--- config.mk ---
export PLATFORM = sky130hd
export DESIGN_NAME = even_parity_serial_tx
export DESIGN_NICKNAME = d
export VERILOG_FILES = /design/src/rtl/even_parity_serial_tx.sv
export SDC_FILE = /design/constraint.sdc
export NUM_CORES = 1
export LEC_CHECK = 0
export CAP_MARGIN = 20
export CORE_MARGIN = 2
export CORE_UTILIZATION = 46
export DETAILED_ROUTE_END_ITERATION = 12
export PLACE_DENSITY = 0.72
export SLEW_MARGIN = 20
export SYNTH_ARGS = -nofsm -noshare
export SYNTH_HDL_FRONTEND = slang
export SYNTH_SLANG_ARGS = --single-unit
--- constraint.sdc ---
create_clock -name clk -period 1.7 [get_ports clk]
set_input_delay 0.255 -clock clk [delete_from_list [all_inputs] [get_ports clk]]
set_output_delay 0.255 -clock clk [all_outputs]
set_load 0.02 [all_outputs]
--- src/rtl/even_parity_serial_tx.sv ---
// Even-parity serial transmitter: start(0), DATA_W data bits LSB-first, even parity, stop(1).
// Line idles high; one word accepted per frame over a valid/ready handshake.
module even_parity_serial_tx #(
   parameter int DATA_W       = 4,
   parameter int CLKS_PER_BIT = 4
) (
   input  logic              clk,
   input  logic              rst_n,
   input  logic [DATA_W-1:0] in_data,
   input  logic              in_valid,
   output logic              in_ready,
   output logic              tx_line,
   output logic              busy,
   output logic              parity_out,
   output logic              frame_done
);
   localparam int BW = (CLKS_PER_BIT > 1) ? $clog2(CLKS_PER_BIT) : 1;
   localparam int CW = $clog2(DATA_W + 1);
   localparam logic [BW-1:0] BAUD_LAST = BW'(CLKS_PER_BIT - 1);
   localparam logic [CW-1:0] BIT_LAST  = CW'(DATA_W - 1);

   localparam logic [2:0] IDLE   = 3'd0;
   localparam logic [2:0] START  = 3'd1;
   localparam logic [2:0] DATA   = 3'd2;
   localparam logic [2:0] PARITY = 3'd3;
   localparam logic [2:0] STOP   = 3'd4;

   logic [2:0]        state;
   logic [BW-1:0]     baud_cnt;
   logic [CW-1:0]     bit_cnt;
   logic [DATA_W-1:0] shreg;
   logic              armed;
   logic              bit_end;
   logic              accept;

   assign bit_end = (baud_cnt == BAUD_LAST);
   assign accept  = in_valid && in_ready;

   always_ff @(posedge clk or negedge rst_n) begin
      if (!rst_n) begin
         state      <= IDLE;
         baud_cnt   <= '0;
         bit_cnt    <= '0;
         shreg      <= '0;
         parity_out <= 1'b0;
         armed      <= 1'b0;
      end else begin
         // armed keeps in_ready low until the first edge after reset release
         armed <= 1'b1;
         if (state == IDLE) begin
            baud_cnt <= '0;
            if (accept) begin
               state      <= START;
               shreg      <= in_data;
               parity_out <= ^in_data;
            end
         end else begin
            baud_cnt <= bit_end ? '0 : baud_cnt + 1'b1;
            if (bit_end) begin
               case (state)
                  START: begin
                     state   <= DATA;
                     bit_cnt <= '0;
                  end
                  DATA: begin
                     shreg   <= shreg >> 1;
                     bit_cnt <= bit_cnt + 1'b1;
                     if (bit_cnt == BIT_LAST) state <= PARITY;
                  end
                  PARITY:  state <= STOP;
                  default: state <= IDLE;
               endcase
            end
         end
      end
   end

   // Every output is a decode of registered state, so reset forces the line high at once
   always_comb begin
      tx_line = 1'b1;
      case (state)
         START:   tx_line = 1'b0;
         DATA:    tx_line = shreg[0];
         PARITY:  tx_line = parity_out;
         default: tx_line = 1'b1;
      endcase
   end

   assign in_ready   = armed && (state == IDLE);
   assign busy       = (state != IDLE);
   assign frame_done = (state == STOP) && bit_end;

endmodule

==> flow_summary.toml, run 1 <==
[run_status]
status = "completed"

[timing]
setup_tns_ps = 0
timing.final.ws_setup_ps = 75.3
slew_viol_final = 0
rsz0062_at_grt = "false"
hold_viol = 0
min_period_ps = 1620
final_min_period_over_clock_period = 0.956
fmax_mhz = 616
hold_ws_ps = 280
setup_viol = 0
skew_ps = 0.870

[routing]
totalWireLength_um = 1530
first_pass_iters = 4
vias_per_cell = 5.26
ant_nets = 0
drc = 0
drtIter0Drc = 2
wl_per_cell_um = 13.8
route.vias.total = 584

[power_and_ir_drop]
combPwrFrac = 0.549
power_density_nw_per_um2 = 1720
power.net_switching_uw = 663
pwr-share-clk = 0.108
netSwitchingFraction = 0.381
cellLeakagePower_nw = 0.479
totalPowerFinal_mw = 1.74
sequentialPowerShare = 0.343
peakVddDrop_mv = 0.952
p_int_mw = 1.08

[placed_design]
dpl.hpwl_um = 1140
place_area_um2 = 988
port_buffers = 11
gp_routability_congestion = 0.729
place_ws_ps = -57.1

[clock_tree]
clk_latency_ps = 280
cts.clk_slew.worst_paths_ps = 80
cts_buffers = 3
ctsLongestPathBuffers = 2
cts.sink_count = 14
hold_buffers = 0
cts-root-buf = "clkbuf_4"
cts_tree = "done"
h-tree-depth = 1

[synth]
synth.area.top_cells = "dfrtp_1 (44%), mux2i_1 (6.3%), mux2_4 (5.7%)"
ys_warn_count = 0
synthesis.area_um2 = 796
netlist.area_leader.share = 0.440
synth_seq_cells = 14
ys_seq_area_frac = 0.440
synth_cells = 70
synth_area_per_cell_um2 = 11.4
synthesis.nets = 80
yosys.cell_types.count = 30
yosysTopAreaCell = "dfrtp_1"

[floorplan]
coreArea_um2 = 1670
die_x_um = 45.6
io-pin-count = 12
fp.dieArea_um2 = 2080
die_h_um = 45.6
core.rowCount = 15
start_util = 0.476

[critical_path]
setup.worst_path.class = "reg -> reg"
cp_max_fo = 6
crit_chain = "nor3_4 > buf_6 > buf_4 > mux2_4 > mux2_4"
worstPathRequired_ps = 1870
critPathMaxStageDelay_ps = 470
cp_data_arrival_time_ps = 1800
cp-end-kind = "flop"
start_kind = "flop"
critPathSlowestCell = "dfrtp_2"
cp_common_cell = "mux2_4"

[grt]
grt_pass1_vias = 585
grt_max_degree = 15
grt_pass1_wl_um = 2500
antenna_found_initial = 0
grt_usage = 0.179
grt_remaining_overflow = 0

[run]
maxCapViolations = 0

[final_layout]
final_cell_mix = "dfrtp_1 (12), buf_4 (12), inv_1 (8), clkdlybuf4s50_1 (7)"
nets = 106
fin_area_um2 = 1010
layout-drive-gt1-share = 0.330
synthToLayoutAreaGrowth_pct = 27.2
num_antenna_cells = 0

[min_path]
hp-class = "in -> async"
-- stage by stage --
| stage | util | cells |
|---|---|---|
| CTS | 0.617 | 111 |
| detailed placement | 0.592 | 106 |
| floorplan | - | 70 |
| finish | 0.606 | 111 |
| global route | 0.606 | 111 |
| global placement | 0.592 | 106 |
-- area by class of cell --
cell class / count / area, um^2
inverter: 8 / 30.0
multi-input combinational: 45 / 394
fill: 150 / 658
sequential: 14 / 353
timing repair buffer: 24 / 191
tap: 17 / 21.3
clock buffer: 3 / 22.5
-- metal layers --
| layer | wire (um) | share of wire | global-route usage |
|---|---|---|---|
| met1 | 696 | 0.45 | 0.217 |
| met2 | 731 | 0.48 | 0.282 |
| met3 | 62 | 0.040 | 0.0357 |
| met4 | 41 | 0.027 | 0.124 |
| met5 | 0 | 0 | 0 |
-- flip-flops by register name, indices dropped and copies added (netlist names) --
name and count:
parity_out 1, armed 1, shreg 4, baud_cnt 2, state 3, bit_cnt 3
-- worst max-delay path: cells and delay by family, from the launching register on --
family | cells | cell delay, ps
flip-flops | 1 | 470
multiplexers | 2 | 550
buffers and inverters | 2 | 260
AND/OR/NAND/NOR | 1 | 230
-- cell usage after synthesis --
cell / n
dfrtp_1: 14
inv_1: 8
mux2i_1: 5
nand2_1: 5
ha_1: 3
mux2_4: 3
xnor2_1: 3
a22o_1: 2
buf_2: 2
nand3_1: 2
nor3_1: 2
o21ai_0: 2
o22ai_1: 2
a211oi_4: 1
a21o_1: 1
a21oi_1: 1
a311o_1: 1
a31oi_1: 1
a41oi_1: 1
and2_2: 1
and2b_2: 1
buf_6: 1
conb_1: 1
mux2_2: 1
nand2b_1: 1
nand3b_1: 1
nand3b_4: 1
nor3_4: 1
o22a_1: 1
o2bb2ai_1: 1
-- worst paths after layout --
check	startpoint	end	slack (ps)	depth (start not counted)
max	state[1]	shreg[1]	80	5
min	rst_n	bit_cnt[2]	280	2
max reg2reg	state[1]	shreg[1]	80	5
min reg2reg	baud_cnt[0]	baud_cnt[0]	440	1
max in group asynchronous	rst_n	state[1]	1240	2
min in group clk	baud_cnt[0]	baud_cnt[0]	440	1
-- kinds of logic (layout without fill, tap and decap cells) --
kind of cell,count (synthesis),after routing,synth area share
xor+xnor,3,3,0.0330
other cells,1,1,0.00471
buf+inv,11,35,0.0645
fa+ha+maj,3,3,0.0472
mux,9,9,0.134
compound gates,14,14,0.145
flops,14,14,0.440
simple gates,15,15,0.132
-- power groups by stage --
stage	Clock, mW	Combinational, mW	Sequential, mW
6_report	0.189	0.955	0.596
5_1_grt	0.208	1.04	0.614
4_1_cts	0.193	0.985	0.596
3_5_place_dp	0	0.950	0.595
3_3_place_gp	0	0.924	0.592
2_1_floorplan	0	0.638	0.570
-- what timing repair did --
item,CTS,global route
buffers inserted,2,0
pin swaps,0,1
hold endpoints to repair,0,0
setup endpoints to repair,4,4
gates resized for setup,10,7
No activity file was read; power rests on OpenSTA's default activity.
==> run 2: changes to the inputs <==
Settings changed: CORE_UTILIZATION 46 to 40, PLACE_DENSITY 0.72 to unset.
==> run 2 against run 1 <==
Total power up 3.6%; highest routed layer unchanged; sequential power about the same; sequential cell count unchanged; largest power group unchanged; critical path type unchanged; wire length down 5.4%; design area up 5.2%; critical path depth unchanged; critical endpoint is now shreg[2]; setup slack better by 22 ps; via count up 1.7%; clock-buffer cell count up 1.
==> flow_summary.toml, run 2 (synthesis gave the netlist of run 1 again) <==
[timing]
final_min_period_over_clock_period = 0.942
setup_tns_ps = 0
setup_viol = 0
hold_viol = 0
fmax_mhz = 624
hold_ws_ps = 275
min_period_ps = 1600
skew_ps = 4.88
slew_viol_final = 0

[power_and_ir_drop]
power.net_switching_uw = 652
combPwrFrac = 0.539
sequentialPowerShare = 0.330
p_int_mw = 1.15
peakVddDrop_mv = 0.977
pwr-share-clk = 0.131
power_density_nw_per_um2 = 1690
netSwitchingFraction = 0.362
cellLeakagePower_nw = 0.505
totalPowerFinal_mw = 1.80

[final_layout]
num_antenna_cells = 0
regMostFlops = "shreg"
layout-drive-gt1-share = 0.357
synthToLayoutAreaGrowth_pct = 33.8
fin_area_um2 = 1060
fin_util = 0.554
reg.largest.list = "shreg x4, bit_cnt x3, state x3"
largest_reg_flops = 4
final_cell_mix = "buf_4 (15), dfrtp_1 (12), inv_1 (8), clkdlybuf4s50_1 (7)"
nets = 109
nFillCells = 190
layout_commonest_cell = "buf_4"

[clock_tree]
cts_tree = "done"
clk_latency_ps = 270
cts-root-buf = "clkbuf_4"
h-tree-depth = 1
cts_buffers = 3
cts.clk_slew.worst_paths_ps = 90
ctsLongestPathBuffers = 2
cts.sink_count = 14
hold_buffers = 0

[critical_path]
r2r_start = "baud_cnt[0]"
cp-end-kind = "flop"
rr_worst_depth = 5
worstPathRequired_ps = 1860
r2r_slack_ps = 100
cp_data_arrival_time_ps = 1760
start_kind = "flop"
setup.worst_path.class = "reg -> reg"
cp_max_fo = 8
reg2reg_to = "shreg[2]"

[grt]
grt_max_degree = 15
grt_pass1_vias = 577
grt_pass1_wl_um = 2620
grt_usage = 0.146
antenna_found_initial = 0
grt_remaining_overflow = 0

[routing]
totalWireLength_um = 1450
vias_per_cell = 4.75
drc = 0
drtIter0Drc = 9
wl_per_cell_um = 11.6
first_pass_iters = 4
ant_nets = 0
route.vias.total = 594

[floorplan]
die_x_um = 48.6
die_h_um = 48.6
core.rowCount = 16
start_util = 0.414
coreArea_um2 = 1920
io-pin-count = 12
fp.dieArea_um2 = 2360

[placed_design]
dpl.hpwl_um = 1130
place_area_um2 = 1030
gp_routability_congestion = 0.731
port_buffers = 11

[run_status]
status = "completed"

[min_path]
hp-class = "in -> async"

[run]
maxCapViolations = 0
## run 2: stage by stage
| stage | worst slack (ps) | std cells |
|---|---|---|
| floorplan | 163 | 70 |
| detailed placement | -21.9 | 120 |
| global route | -5.22 | 125 |
| CTS | 5.39 | 126 |
| finish | 97.8 | 125 |
| global placement | 5.24 | 120 |
## run 2: power by group through the flow
stage | Sequential (mW) | Clock (mW) | Combinational [mW]
global placement | 0.596 | 0 | 0.961
floorplan | 0.570 | 0 | 0.638
detailed placement | 0.603 | 0 | 0.971
global route | 0.622 | 0.264 | 1.07
finish | 0.595 | 0.235 | 0.971
CTS | 0.593 | 0.244 | 0.998
## run 2: how the worst max path moves through the flow
stage                      from    endpoint  slack [ps]  cells past startpoint
floorplan              state[0]    shreg[2]         160                      4
CTS                    state[1]  frame_done           5                      4
detailed placement     in_valid    shreg[2]         -20                      4
global placement       in_valid    shreg[2]           5                      4
finish              baud_cnt[0]    shreg[2]         100                      5
global route           state[1]    shreg[3]          -5                      6
## run 2: layout make-up
type	count	area [um^2]	area share
Clock buffer	4	36.3	0.0341
Inverter	8	30.0	0.0282
Multi-Input combinational cell	45	398	0.374
Sequential cell	14	353	0.331
Tap cell	27	33.8	0.0317
Timing Repair Buffer	27	214	0.201
## run 2: timing repair
action	in CTS	in global routing
endpoints found under the hold margin	0	0
resized for setup	11	7
endpoints found under the setup margin	4	6
buffers inserted	2	0
pin swaps	0	1
## run 2: worst max-delay path, stage by stage, from the launching register on
cell and delay, ps:
dfrtp_1 360, ha_1 170, buf_4 150, nand2_1 120, a211oi_4 360, mux2_4 330
## run 2: layer usage
| layer | global-route usage | vias up | part of all wire |
|---|---|---|---|
| li1 | - | 299 | - |
| met1 | 0.208 | 280 | 0.46 |
| met2 | 0.224 | 13 | 0.48 |
| met3 | 0.0216 | 2 | 0.046 |
| met4 | 0.0571 | 0 | 0.0097 |
| met5 | 0 | - | 0 |
==> run 3: changes to the inputs <==
Settings changed: PLACE_DENSITY_LB_ADDON set to 0.05.
==> run 3 against run 2 <==
Clock skew fell by 3.9 ps; clock-buffer cell count did not move; global-route usage rose by 0.11 points.
==> flow_summary.toml, run 3 (synthesis gave the netlist of run 1 again) <==
[power_and_ir_drop]
power.net_switching_uw = 660
p_int_mw = 1.16
sequentialPowerShare = 0.325
totalPowerFinal_mw = 1.82
power_density_nw_per_um2 = 1710
netSwitchingFraction = 0.363
combPwrFrac = 0.545
pwr-share-clk = 0.130
cellLeakagePower_nw = 0.501
peakVddDrop_mv = 1.14

[routing]
wl_per_cell_um = 12.2
drc = 0
m1WireLength_um = 705
drtIter0Drc = 2
route.vias.total = 589
totalWireLength_um = 1520
first_pass_iters = 3
wl_met3_um = 81
top_layer_used = "met3"
vias_per_cell = 4.71
wl_met2_um = 735
ant_nets = 0

[critical_path]
cp-end-kind = "flop"
cp_data_arrival_time_ps = 1800
start_kind = "flop"
worstPathRequired_ps = 1870
setup.worst_path.class = "reg -> reg"
cp_max_fo = 6

[grt]
grt_max_degree = 15
grt_remaining_overflow = 0
grt_pass1_wl_um = 2700
grt_usage = 0.147
grt_pass1_vias = 608
antenna_found_initial = 0

[clock_tree]
cts_buffers = 3
cts_tree = "done"
cts.clk_slew.worst_paths_ps = 80
hold_buffers = 0
cts.sink_count = 14
clk_latency_ps = 280
cts-root-buf = "clkbuf_4"
h-tree-depth = 1
ctsLongestPathBuffers = 2

[final_layout]
largest_reg_flops = 4
reg.largest.list = "shreg x4, bit_cnt x3, state x3"
final_cell_mix = "buf_4 (15), dfrtp_1 (11), inv_1 (8), clkdlybuf4s50_1 (7)"
synthToLayoutAreaGrowth_pct = 34.0
nets = 109
layout_commonest_cell = "buf_4"
regMostFlops = "shreg"
final_cells = 125
num_antenna_cells = 0
layout-drive-gt1-share = 0.367

[timing]
fmax_mhz = 611
rsz0062_at_grt = "false"
hold_viol = 0
min_period_ps = 1640
skew_ps = 0.968
final_min_period_over_clock_period = 0.963
setup_viol = 0
slew_viol_final = 0
hold_ws_ps = 274
timing.final.ws_setup_ps = 62.2

[floorplan]
die_h_um = 48.6
coreArea_um2 = 1920
core.rowCount = 16
io-pin-count = 12
fp.dieArea_um2 = 2360
die_x_um = 48.6
start_util = 0.414

[run]
maxCapViolations = 0

[min_path]
hp-class = "in -> async"

[placed_design]
place_ws_ps = -8.44
gp_routability_congestion = 0.693
dpl.hpwl_um = 1110
port_buffers = 11
dp_cells = 117

[run_status]
status = "completed"
-- run 3: path summary, 6_finish.rpt --
| kind | start | to | slack, ps | depth (start not counted) |
|---|---|---|---|---|
| worst max register to register | state[1] | shreg[1] | 60 | 5 |
| worst max-delay path | state[1] | shreg[1] | 60 | 5 |
| worst min-delay path | rst_n | shreg[0] | 270 | 2 |
| worst min register to register | baud_cnt[0] | baud_cnt[0] | 440 | 1 |
| min in group clk | baud_cnt[0] | baud_cnt[0] | 440 | 1 |
| max in group asynchronous | rst_n | state[1] | 1250 | 2 |
-- run 3: per-layer routing --
| metal | vias to the layer above | global-route usage |
|---|---|---|
| met4 | 0 | 0.0143 |
| met1 | 282 | 0.190 |
| li1 | 299 | - |
| met3 | 0 | 0.0556 |
| met5 | - | 0 |
| met2 | 8 | 0.244 |
-- run 3: power groups by stage --
stage / logic [mW] / registers (mW) / clock network, mW
final: 0.992 / 0.591 / 0.237
after global placement: 0.921 / 0.601 / 0
after detailed placement: 0.933 / 0.606 / 0
after global routing: 1.10 / 0.613 / 0.265
after floorplan: 0.638 / 0.570 / 0
after CTS: 0.997 / 0.596 / 0.248
-- run 3: repair_timing --
action,4_1_cts,5_1_grt
resized for setup,15,5
pin swaps,0,2
buffers inserted,3,1
endpoints found under the setup margin,4,5
-- run 3: final cells by class --
| cell class | instances | area, um^2 |
|---|---|---|
| fill | 192 | 856 |
| timing repair buffer | 27 | 214 |
| multi-input combinational | 45 | 398 |
| inverter | 8 | 30.0 |
| tap | 27 | 33.8 |
| sequential | 14 | 354 |
| clock buffer | 4 | 36.3 |
-- run 3: metrics by stage --
| step | TNS (ps) | instance area [um^2] | utilization |
|---|---|---|---|
| 2_1_floorplan | 0 | 796 | - |
| 3_3_place_gp | 0 | 1010 | 0.525 |
| 3_5_place_dp | -9.44 | 1010 | 0.525 |
| 4_1_cts | -0.969 | 1070 | 0.557 |
| 5_1_grt | 0 | 1070 | 0.555 |
| 6_report | 0 | 1070 | 0.555 |
-- run 3: critical path, cell delays in order (launching register included) --
cell	delay (ps)
dfrtp_2	460
buf_4	150
buf_4	130
nand3b_4	160
a211oi_4	300
mux2_4	330
